[config.mk]
export PLATFORM = sky130hd
export DESIGN_NAME = mul8_acc_stage
export DESIGN_NICKNAME = d
export VERILOG_FILES = /design/src/rtl/mul8_acc_stage.sv
export SDC_FILE = /design/constraint.sdc
export NUM_CORES = 1
export LEC_CHECK = 0
export CELL_PAD_IN_SITES_DETAIL_PLACEMENT = 1
export CELL_PAD_IN_SITES_GLOBAL_PLACEMENT = 1
export CORE_MARGIN = 2
export CORE_UTILIZATION = 48
export CTS_BUF_LIST = sky130_fd_sc_hd__clkbuf_8
export DETAILED_ROUTE_END_ITERATION = 12
export GPL_ROUTABILITY_DRIVEN = 0
export PLACE_DENSITY = 0.88
export SLEW_MARGIN = 20
export SYNTH_ARGS = -nofsm -noshare
export SYNTH_HDL_FRONTEND = slang
export SYNTH_SLANG_ARGS = --single-unit
[constraint.sdc]
create_clock -name clk -period 6.7 [get_ports clk]
set_input_delay 1.34 -clock clk [delete_from_list [all_inputs] [get_ports clk]]
set_output_delay 1.34 -clock clk [all_outputs]
set_load 0.02 [all_outputs]
[src/rtl/mul8_acc_stage.sv]
// Streaming accumulator for unsigned 16-bit products from the mul8 stage.
// Each vector's sum, beat count and sticky overflow go out through a valid/ready result register.
module mul8_acc_stage #(
  parameter int ACC_W   = 24,
  parameter int MAX_LEN = 256,
  parameter int SAT     = 1,
  parameter int CNT_W   = 16
) (
  input  logic             clk,
  input  logic             rst,
  input  logic             in_valid,
  output logic             in_ready,
  input  logic [15:0]      in_prod,
  input  logic             in_last,
  output logic             out_valid,
  input  logic             out_ready,
  output logic [ACC_W-1:0] out_sum,
  output logic [CNT_W-1:0] out_count,
  output logic             out_ovf
);

  // Returns the value stored after an add.
  // With SAT set, the sum pins at all-ones once the vector has overflowed.
  function automatic logic [ACC_W-1:0] sat_sum(input logic [ACC_W:0] s, input logic o);
    logic [ACC_W-1:0] r;
    if ((SAT != 0) && o) r = '1;
    else                 r = s[ACC_W-1:0];
    return r;
  endfunction

  logic [ACC_W-1:0] acc_p0;
  logic [CNT_W-1:0] cnt_p0;
  logic             ovf_p0;

  logic [ACC_W-1:0] sum_p1;
  logic [CNT_W-1:0] count_p1;
  logic             ovf_p1;
  logic             vld_p1;

  logic [ACC_W:0]   nsum;
  logic [ACC_W-1:0] nval;
  logic [CNT_W-1:0] ncnt;
  logic             novf;
  logic             in_xfer;
  logic             out_xfer;
  logic             eov;

  assign in_ready = ~vld_p1 | out_ready;
  assign in_xfer  = in_valid & in_ready;
  assign out_xfer = vld_p1 & out_ready;

  always_comb begin
    nsum = {1'b0, acc_p0} + {{(ACC_W-15){1'b0}}, in_prod};
    novf = ovf_p0 | nsum[ACC_W];
    ncnt = cnt_p0 + CNT_W'(1);
    nval = sat_sum(nsum, novf);
    eov  = in_xfer & (in_last | (ncnt == CNT_W'(MAX_LEN)));
  end

  // Stage p0: running accumulator of the vector in progress
  always_ff @(posedge clk or posedge rst) begin
    if (rst) begin
      acc_p0 <= '0;
      cnt_p0 <= '0;
      ovf_p0 <= 1'b0;
    end else if (eov) begin
      acc_p0 <= '0;
      cnt_p0 <= '0;
      ovf_p0 <= 1'b0;
    end else if (in_xfer) begin
      acc_p0 <= nval;
      cnt_p0 <= ncnt;
      ovf_p0 <= novf;
    end
  end

  // Stage p1: result register; a new result may replace the one leaving in the same cycle
  always_ff @(posedge clk or posedge rst) begin
    if (rst) begin
      sum_p1   <= '0;
      count_p1 <= '0;
      ovf_p1   <= 1'b0;
      vld_p1   <= 1'b0;
    end else if (eov) begin
      sum_p1   <= nval;
      count_p1 <= ncnt;
      ovf_p1   <= novf;
      vld_p1   <= 1'b1;
    end else if (out_xfer) begin
      vld_p1   <= 1'b0;
    end
  end

  assign out_valid = vld_p1;
  assign out_sum   = sum_p1;
  assign out_count = count_p1;
  assign out_ovf   = ovf_p1;

endmodule

# After elaboration in Yosys (flattened, before gate mapping)
# Cells that the tools add are included.
# word_totals
register_bits,83
output_inout_bits,43
input_bits,21
wordCells,28
# classes
bitwise,7
n_addsub,2
n_eq_ne,1
mux,9
reduce_logical,2
# ops
cell,count
2-to-1 mux 24 bit,3
2-to-1 mux 16 bit,2
adder 24 x 16 -> 25 bit,1
"adder 16 x 1 -> 16 bit, second input constant",1
"equality test 16 x 9 -> 1 bit, second input constant",1
2-to-1 mux 1 bit,4
nonzero test 2 bit,2
AND 1 bit,3
bitwise OR 1 bit,3
inverter 1 bit,1

# Depth between registers and ports, before layout
# Gate-level depths: netlist of run 1.
# depth
word_depth,5
mapped_depth,11
mapped_depth_nobuf,9

# Worst setup path before layout of run 1
# No wires, ideal clock.
# synth_path
path_type,input-to-reg
start,input port in_prod[0]
end,register acc_p0[23]
n_path_buf,1
setup_time_ns,0.120
setup_slack_ns,2.796
arrival_time_ns,3.784
path_stages,10
required_ns,6.580
path_cell_list,ha_1 fa_1 a211oi_1 nor3_1 nor4_2 o41ai_4 a31o_2 buf_2 or3_1 o211a_1
# synth_via
elab_chain_len,5
# synth_lines
item,line_no,source
start: declaration,13,"input logic [15:0] in_prod,"
adder 24 x 16 -> 25 bit (*),53,"nsum = {1'b0, acc_p0} + {{(ACC_W-15){1'b0}}, in_prod};"
bitwise OR 1 bit,54,novf = ovf_p0 | nsum[ACC_W];
2-to-1 mux 24 bit (*),26,if ((SAT != 0) && o) r = '1;
2-to-1 mux 24 bit (*),70,end else if (in_xfer) begin
2-to-1 mux 24 bit (*),66,end else if (eov) begin
end signal: assignment,71,acc_p0 <= nval;
end: declaration,31,logic [ACC_W-1:0] acc_p0;
# Mark *: on every way between the ends. The rest lies on a longest branch, timed or not. The select of a mux whose other input is x is not followed.
# A chain may end at the register's enable or synchronous reset.

# Final worst setup path of run 1
# layout_path
start,input port in_prod[0]
end,register sum_p1[10] (netlist: out_sum[10])
# layout_via
elab_chain_len,3
# layout_lines
item,line_no,source
adder 24 x 16 -> 25 bit (*),53,
bitwise OR 1 bit,54,
2-to-1 mux 24 bit (*),26,
end signal: assignment,85,sum_p1 <= nval;
end: declaration,35,logic [ACC_W-1:0] sum_p1;
# Mark *: on every way between the ends. The rest lies on a longest branch, timed or not.

==> qor.yml, run 1 <==
vias: 4114
antennaDiodeCount: 0
r2r-end: "out_sum[10]$_DFFE_PP0P_"
cp_data_required_time_ns: 6.96
power.density_mw_per_mm2: 328
drt_iter0_markers: 179
grt_setup_unrepaired: "false"
hold_end: "out_count[12]$_DFFE_PP0P_"
cts-resized-gates: 0
post-route-period-util_pct: 72.5
rr_worst_depth: 9
crit_path_cell_trace: "clkdlybuf4s50_1, ha_1, fa_1, a211oi_1, nor3_1, nor4_2, o41ai_4, a31oi_1, o21ai_0, mux2_2"
status: "completed"
htree_levels: 3
clock_skew_ns: 0.0124
clk_latency_ns: 0.36
tns_ns: 0
grt_pass1_wl_mm: 21.9
min_path_type: "register to register"
die_w_um: 103
crit_type: "primary input to register"
ctsHoldBuffers: 0
async_flop_share_pct: 100
reg2reg_from: "acc_p0[0]$_DFFE_PP0P_"
cpMaxStageDelayCell: "a31oi_1"
grt_max_degree: 84
fin_crit_ns: 4.86
vias_per_cell: 6.05
cp_max_fo: 11
start_util_pct: 48.9
syn_inst: 493
cts_sinks: 83
drc: 0
clk_pin_slew_ns: 0.09
dp_hpwl_mm: 9.07
endpoint_kind: "register"
cts_tree: "done"
synth_top_flop_cell: "dfrtp_1"
ctsLongestPathBuffers: 2
syn_nets: 532
ant_nets: 0
root_buffer: "clkbuf_8"
syn_area_mm2: 0.00474
postSynthAreaPerCell_um2: 9.61
fmax_ghz: 0.206
post-place-ws_ns: 1.54
fillCellCount: 1088
hold_viol: 0
yosysSeqAreaShare_pct: 43.8
yosys.cell_types.count: 62
finalWirelength_mm: 13.6
min_path_cells: 1
drv_slew: 0
worstPathArrival_ns: 5.12
hp-start: "out_count[12]$_DFFE_PP0P_"
fp.dieH_um: 103
ys_warn_count: 0
ir_drop_uv: 205
startpoint_type: "primary input"
drive_gt1_share_pct: 8.59
synth_edf_count: 0
relSlewSlack_pct: 29.4
coreArea_mm2: 0.00968
cts_made_buffers: 9
cp_slowest_stage_delay_ns: 0.80
antenna_found_initial: 0
globalRouteOverflowTotal: 0
finalSetupViolCount: 0
grt_pass1_vias: 4395
row_count: 36
worst_slew_pin_slew_ns: 1.05
setup_ws_ns: 1.84
fin_nets: 581
cts_setup_buffers: 0
ys_ff_latch: 83
cap_violations: 0
rrSetupSlack_ns: 2.84
fp.dieArea_mm2: 0.0107
firstDrtPassIters: 4
synthToLayoutAreaGrowth_pct: 19.1
io_buffer_count: 63
power_leakage_nw: 2.42
grtUsageTotal_pct: 26.5
top_level_ports: 64
wl_per_cell_um: 19.9
[stage by stage]
| stage | hold slack (ns) | utilization [%] | area (µm²) | power, mW | instances |
|---|---|---|---|---|---|
| floorplan | 0.454 | - | 4740 | 1.18 | 493 |
| global placement | 0.469 | 56.1 | 5430 | 1.41 | 664 |
| CTS | 0.499 | 58.2 | 5640 | 1.85 | 680 |
| detailed placement | 0.478 | 56.1 | 5430 | 1.45 | 664 |
| global route | 0.524 | 58.3 | 5640 | 1.96 | 680 |
| finish | 0.494 | 58.3 | 5640 | 1.85 | 680 |
[state kept, by name (all words and copies together), names as in the netlist]
| register | count |
|---|---|
| ovf_p0 | 1 |
| acc_p0 | 24 |
| out_count | 16 |
| out_valid | 1 |
| cnt_p0 | 16 |
| out_sum | 24 |
| out_ovf | 1 |
[cell usage in the layout (no fill, tap or decap), types with 3 or more instances in the layout]
master,n
a21o_1,6
a21oi_1,28
a22o_1,7
a2bb2oi_1,11
a31o_2,3
a31oi_1,3
and2_1,5
and3_1,5
buf_4,3
clkbuf_8,9
clkdlybuf4s50_1,63
dfrtp_1,83
ha_1,17
inv_1,15
mux2_2,9
mux2i_1,3
nand2_1,50
nand2b_1,4
nand3_1,14
nor2_1,27
nor3_1,6
nor3_2,3
nor4_1,4
o211a_1,3
o21a_1,6
o21ai_0,59
o21ai_1,16
o31ai_1,5
or3_1,4
xnor2_1,24
xor2_1,6
[critical path, delay by kind of cell]
family	cells	cell delay, ns
simple gates	2	0.64
compound gates	4	1.70
fa+ha+maj	2	0.69
buf+inv	1	0.41
mux	1	0.34
[power by group]
| part | total [mW] | internal, mW | leakage (nW) | switching (mW) |
|---|---|---|---|---|
| clock | 0.397 | 0.206 | 0.109 | 0.191 |
| combinational | 0.771 | 0.338 | 1.22 | 0.433 |
| sequential | 0.684 | 0.607 | 1.09 | 0.0766 |
[layer usage]
layer,vias up,wire [µm],global-route usage (%)
met5,-,0,0
met4,0,304,9.62
met3,27,535,3.90
met2,101,6860,46.2
met1,2104,5860,33.3
li1,1882,-,-
[cells in the mapped netlist (3+ instances only)]
| cell type | instances | area [µm²] |
|---|---|---|
| dfrtp_1 | 83 | 2080 |
| o21ai_0 | 59 | 295 |
| nand2_1 | 51 | 191 |
| a21oi_1 | 28 | 140 |
| nor2_1 | 27 | 101 |
| xnor2_1 | 24 | 210 |
| ha_1 | 17 | 213 |
| o21ai_1 | 16 | 80.1 |
| clkbuf_1 | 15 | 56.3 |
| nand3_1 | 14 | 70.1 |
| inv_1 | 13 | 48.8 |
| a2bb2oi_1 | 11 | 96.3 |
| mux2_2 | 9 | 101 |
| buf_2 | 8 | 40.0 |
| a22o_1 | 7 | 61.3 |
| a21o_1 | 6 | 45.0 |
| nor3_1 | 6 | 30.0 |
| o21a_1 | 6 | 45.0 |
| xor2_1 | 6 | 52.6 |
| and2_1 | 5 | 31.3 |
| and3_1 | 5 | 31.3 |
| o31ai_1 | 5 | 37.5 |
| nand2b_1 | 4 | 25.0 |
| nor4_1 | 4 | 25.0 |
| or3_1 | 4 | 25.0 |
| a31o_2 | 3 | 26.3 |
| a31oi_1 | 3 | 18.8 |
| mux2i_1 | 3 | 30.0 |
| nor3_2 | 3 | 30.0 |
| o211a_1 | 3 | 30.0 |
[area by class of cell]
type | count | area, µm² | share of cell area, %
multi-input cells | 368 | 2470 | 43.9
clock inverters | 7 | 86.3 | 1.53
well taps | 133 | 166 | 2.95
repair buffers | 67 | 664 | 11.8
clock buffers | 9 | 124 | 2.20
inverters | 13 | 50.0 | 0.887
flip-flops and latches | 83 | 2080 | 36.8
[cells by family (layout without fill, tap and decap cells)]
| group | count (synthesis) | after routing | synth area share (%) |
|---|---|---|---|
| AND/OR/NAND/NOR | 139 | 139 | 15.6 |
| buffers and inverters | 42 | 96 | 4.01 |
| flip-flops | 83 | 83 | 43.8 |
| XOR/XNOR | 30 | 30 | 5.54 |
| multiplexers | 15 | 15 | 3.56 |
| AO/OA/AOI/OAI | 166 | 166 | 22.5 |
| adder cells (fa/ha/maj) | 18 | 18 | 4.91 |
[worst max path at each step]
stage | to | cells past startpoint | slack, ns | from
after CTS | out_sum[10]$_DFFE_PP0P_ | 10 | 1.90 | in_prod[0]
after detailed placement | out_sum[10]$_DFFE_PP0P_ | 10 | 1.54 | in_prod[0]
after global routing | out_sum[10]$_DFFE_PP0P_ | 10 | 1.63 | in_prod[0]
final | out_sum[10]$_DFFE_PP0P_ | 10 | 1.84 | in_prod[0]
after global placement | out_sum[10]$_DFFE_PP0P_ | 10 | 1.74 | in_prod[0]
after floorplan | acc_p0[23]$_DFFE_PP0P_ | 10 | 2.80 | in_prod[0]
Note: power is estimated with default switching activity, not from simulation.
==> run 2, diff against run 1 <==
CORE_UTILIZATION = 44   (was 48)
PLACE_DENSITY = 0.81   (was 0.88)
clock period = 4.62 ns   (was 6.7 ns; I/O delays follow)
==> qor.yml, run 2 (synthesis gave the netlist of run 1 again) <==
htree_levels: 3
row_count: 37
cts-resized-gates: 0
crit_path_cell_trace: "clkdlybuf4s50_1, ha_1, fa_1, a211oi_1, nor3_1, nor4_2, o41ai_4, a31oi_1, o21ai_0, mux2_2"
dp_hpwl_mm: 9.19
post-place-ws_ns: 0.380
start_util_pct: 45.7
ir_drop_uv: 185
path_depth: 10
reg2reg_from: "cnt_p0[0]$_DFFE_PP0P_"
p_int_mw: 1.62
cp_slowest_stage_delay_ns: 0.44
io_buffer_count: 63
fp.dieH_um: 108
endpoint: "out_sum[10]$_DFFE_PP0P_"
post-route-period-util_pct: 83.7
p_switching_uw: 980
power_leakage_nw: 2.43
clk_latency_ns: 0.37
min_path_type: "register to register"
rr_worst_depth: 9
vias_per_cell: 5.85
layout_commonest_cell: "dfrtp_1"
fillCellCount: 1202
status: "completed"
synthToLayoutAreaGrowth_pct: 19.3
grt_max_degree: 49
drive_gt1_share_pct: 9.44
cts_setup_buffers: 0
worst_slew_pin_slew_ns: 0.844
cap_violations: 0
root_buffer: "clkbuf_8"
p_comb_share_pct: 42.2
grtUsageTotal_pct: 23.8
coreArea_mm2: 0.0104
ctsLongestPathBuffers: 2
worstPathArrival_ns: 4.12
clk_pin_slew_ns: 0.08
cts_made_buffers: 9
finalSetupViolCount: 0
drc: 0
die_w_um: 108
wl_per_cell_um: 19.0
finalWirelength_mm: 13.0
clock_power_share_pct: 19.8
power.density_mw_per_mm2: 460
critPathTopFamily: "compound AO/OA/AOI/OAI gates"
top_level_ports: 64
p_sw_share_pct: 37.7
grt_pass1_wl_mm: 21.6
hold_ws_ns: 0.497
fmax_ghz: 0.259
cp_max_fo: 10
fin_nets: 585
globalRouteOverflowTotal: 0
final_cell_mix: "83 x dfrtp_1, 63 x clkdlybuf4s50_1, 59 x o21ai_0"
drt_iter0_markers: 145
hold_viol: 0
tns_ns: 0
critPathLaunch: "in_prod[0]"
grt_setup_unrepaired: "false"
vias: 4022
cts_sinks: 83
cp.buffers_inverters: 1
r2r-end: "out_sum[7]$_DFFE_PP0P_"
antennaDiodeCount: 0
startpoint_type: "primary input"
fin_crit_ns: 3.87
multiInputGateArea_mm2: 0.00247
grt_pass1_vias: 4259
ctsHoldBuffers: 0
drv_slew: 0
fp.dieArea_mm2: 0.0116
relSlewSlack_pct: 43.6
firstDrtPassIters: 4
ant_nets: 0
seq_area_mm2: 0.00208
cpMaxStageDelayCell: "fa_1"
clock_skew_ns: 0.00743
antenna_found_initial: 0
crit_type: "primary input to register"
setup_ws_ns: 0.752
endpoint_kind: "register"
rrSetupSlack_ns: 1.29
cp_data_required_time_ns: 4.87
cts_tree: "done"
p_seq_share_pct: 38.0
[run 2: cell count changes in the layout (fill, tap and decap cells not counted), sizes merged]
| cell | before | now |
|---|---|---|
| inv | 15 | 14 |
| clkinvlp | 2 | 0 |
| bufinv | 2 | 0 |
| buf | 4 | 8 |
| clkbuf | 9 | 13 |
| clkinv | 1 | 2 |
[run 2: layer usage]
| layer | vias to the layer above | GRT usage, % | part of all wire, % |
|---|---|---|---|
| met5 | - | 0 | 0 |
| met1 | 2035 | 31.4 | 45 |
| met4 | 0 | 8.42 | 1.6 |
| met3 | 17 | 3.51 | 4.0 |
| met2 | 80 | 40.0 | 49 |
| li1 | 1890 | - | - |
[run 2: area by class of cell]
cell class                 count  share of cell area (%)
tap                          136                    3.01
multi-input combinational    368                    43.8
sequential                    83                    36.7
clock inverter                 3                   0.221
inverter                      13                   0.885
timing repair buffer          71                    12.2
clock buffer                  13                    3.16
[run 2: per-stage QoR]
step           instances  utilization, %  total power, mW  area (µm²)
2_1_floorplan        493               -             1.71        4740
4_1_cts              687            54.5             2.62        5650
3_3_place_gp         671            52.7             2.06        5460
6_report             687            54.5             2.60        5650
5_1_grt              687            54.5             2.76        5650
3_5_place_dp         671            52.7             2.10        5460
[run 2: power groups by stage]
stage                     Sequential, mW  Clock (mW)  Combinational, mW
final                              0.989       0.516               1.10
after global placement             0.996           0               1.06
after CTS                          0.991       0.525               1.10
after floorplan                     1.09           0              0.617
after global routing                1.01       0.544               1.21
after detailed placement            1.00           0               1.09
[run 2: how the worst min path moves through the flow]
stage                                   from                  endpoint  slack [ns]  cells past startpoint
floorplan              acc_p0[0]$_DFFE_PP0P_     acc_p0[0]$_DFFE_PP0P_        0.45                      2
global placement       acc_p0[0]$_DFFE_PP0P_     acc_p0[0]$_DFFE_PP0P_        0.47                      2
detailed placement  out_count[8]$_DFFE_PP0P_  out_count[8]$_DFFE_PP0P_        0.48                      1
CTS                    acc_p0[0]$_DFFE_PP0P_     acc_p0[0]$_DFFE_PP0P_        0.51                      2
global route           acc_p0[2]$_DFFE_PP0P_     acc_p0[2]$_DFFE_PP0P_        0.53                      2
finish              out_count[8]$_DFFE_PP0P_  out_count[8]$_DFFE_PP0P_        0.50                      1
==> run 3, diff against run 2 <==
CORE_UTILIZATION = 40   (was 44)
PLACE_DENSITY = 0.78   (was 0.81)
clock period = 3.42 ns   (was 4.62 ns; I/O delays follow)
==> qor.yml, run 3 (synthesis gave the netlist of run 1 again) <==
ir_drop_uv: 371
crit_path_cell_trace: "clkdlybuf4s50_1, ha_1, fa_1, a211oi_2, nor3_2, nor4_2, buf_4, o41ai_4, a31o_4, a31o_2, mux2_2"
start_util_pct: 41.3
coreArea_mm2: 0.0115
cts_setup_buffers: 0
io_buffer_count: 63
cap_violations: 0
relSlewSlack_pct: 52.6
clock_skew_ns: 0.00593
startpoint_type: "primary input"
antenna_found_initial: 0
hold_ws_ns: 0.502
grtUsageTotal_pct: 23.0
final_area_mm2: 0.00595
crit_type: "primary input to register"
die_w_um: 113
row_count: 39
dp_hpwl_mm: 9.78
power.density_mw_per_mm2: 640
synthToLayoutAreaGrowth_pct: 25.6
power_leakage_nw: 2.59
grt_pass1_wl_mm: 23.5
ctsLongestPathBuffers: 2
top_level_ports: 64
antennaDiodeCount: 0
cts_sinks: 83
worst_slew_pin_slew_ns: 0.710
wl_per_cell_um: 19.5
firstDrtPassIters: 4
vias_per_cell: 5.72
root_buffer: "clkbuf_8"
clk_latency_ns: 0.38
fillCellCount: 1319
fin_nets: 613
clk_pin_slew_ns: 0.08
endpoint_kind: "register"
total_power_mw: 3.81
htree_levels: 3
cp_max_fo: 8
ant_nets: 0
post-route-period-util_pct: 95.7
fin_crit_ns: 3.27
grt_max_degree: 63
final_cell_mix: "83 x dfrtp_1, 63 x clkdlybuf4s50_1, 59 x o21ai_0"
globalRouteOverflowTotal: 0
cp_data_required_time_ns: 3.68
worstPathArrival_ns: 3.54
dpl_cell_area_mm2: 0.00571
critPathTopFamily: "compound AO/OA/AOI/OAI gates"
cts_tree: "done"
layout_commonest_cell: "dfrtp_1"
cp_slowest_stage_delay_ns: 0.45
cp.buffers_inverters: 2
fmax_ghz: 0.305
fp.dieArea_mm2: 0.0127
grt_pass1_vias: 4509
finalWirelength_mm: 14.0
vias: 4128
drt_iter0_markers: 230
drive_gt1_share_pct: 14.3
fp.dieH_um: 113
status: "completed"
drv_slew: 0
drc: 0
min_path_type: "register to register"
cts_made_buffers: 9
cpMaxStageDelayCell: "fa_1"
hold_viol: 0
grt_setup_unrepaired: "false"
finalSetupViolCount: 0
tns_ns: 0
run 3: cell types whose count changed in the layout (fill, tap and decap cells not counted), sizes merged:
cell | previous run | this run
bufinv | 0 | 2
clkbuf | 13 | 11
clkinvlp | 0 | 1
inv | 14 | 13
buf | 8 | 36
run 3: through the flow:
step                instances  util [%]  setup slack (ns)
detailed placement        706      49.8            -0.347
CTS                       722      51.8            0.0781
floorplan                 493         -             0.172
global placement          706      49.8            -0.259
global route              722      51.9            0.0154
finish                    722      51.9             0.146
run 3: final timing paths:
path	startpoint	to	slack, ns	cells past startpoint
worst max-delay path	in_prod[0]	out_sum[13]$_DFFE_PP0P_	0.15	11
worst min-delay path	acc_p0[6]$_DFFE_PP0P_	acc_p0[6]$_DFFE_PP0P_	0.50	2
worst max register to register	cnt_p0[0]$_DFFE_PP0P_	out_sum[13]$_DFFE_PP0P_	0.31	8
worst min register to register	acc_p0[6]$_DFFE_PP0P_	acc_p0[6]$_DFFE_PP0P_	0.50	2
max in group asynchronous	rst	out_sum[19]$_DFFE_PP0P_	2.01	3
min in group asynchronous	rst	cnt_p0[11]$_DFFE_PP0P_	0.73	2
run 3: layout make-up:
cell class / instances / area, µm² / share of cell area [%]
Sequential cell: 83 / 2080 / 34.9
Multi-Input combinational cell: 368 / 2490 / 41.9
Tap cell: 143 / 179 / 3.01
Clock buffer: 11 / 151 / 2.54
Clock inverter: 5 / 76.3 / 1.28
Timing Repair Buffer: 99 / 926 / 15.6
Inverter: 13 / 50.0 / 0.841
run 3: timing repair:
| item | CTS | global route |
|---|---|---|
| pin swaps | 0 | 1 |
| resized for setup | 1 | 2 |
| hold buffers | 0 | 0 |
| endpoints found under the setup margin | 2 | 30 |
run 3: where the power goes:
group          switching, mW  total, mW  internal (mW)
combinational          0.881       1.64          0.762
sequential             0.155       1.34           1.19
clock                  0.375      0.822          0.447
run 3: layer usage:
metal / part of all wire [%] / global-route usage [%] / wire length [µm]
met5: 0 / 0 / 0
met4: 1.5 / 6.34 / 213
met3: 3.4 / 4.34 / 478
met2: 51 / 40.3 / 7210
met1: 44 / 29.3 / 6140
run 3: worst reg2reg max path: cells and delay by family, from the launching register on:
| kind | cells | cell delay, ns |
|---|---|---|
| DFF | 1 | 0.49 |
| AOI/OAI and AO/OA | 2 | 0.82 |
| adders and majority gates | 1 | 0.35 |
| muxes | 1 | 0.40 |
| and+or+nand+nor | 4 | 0.94 |
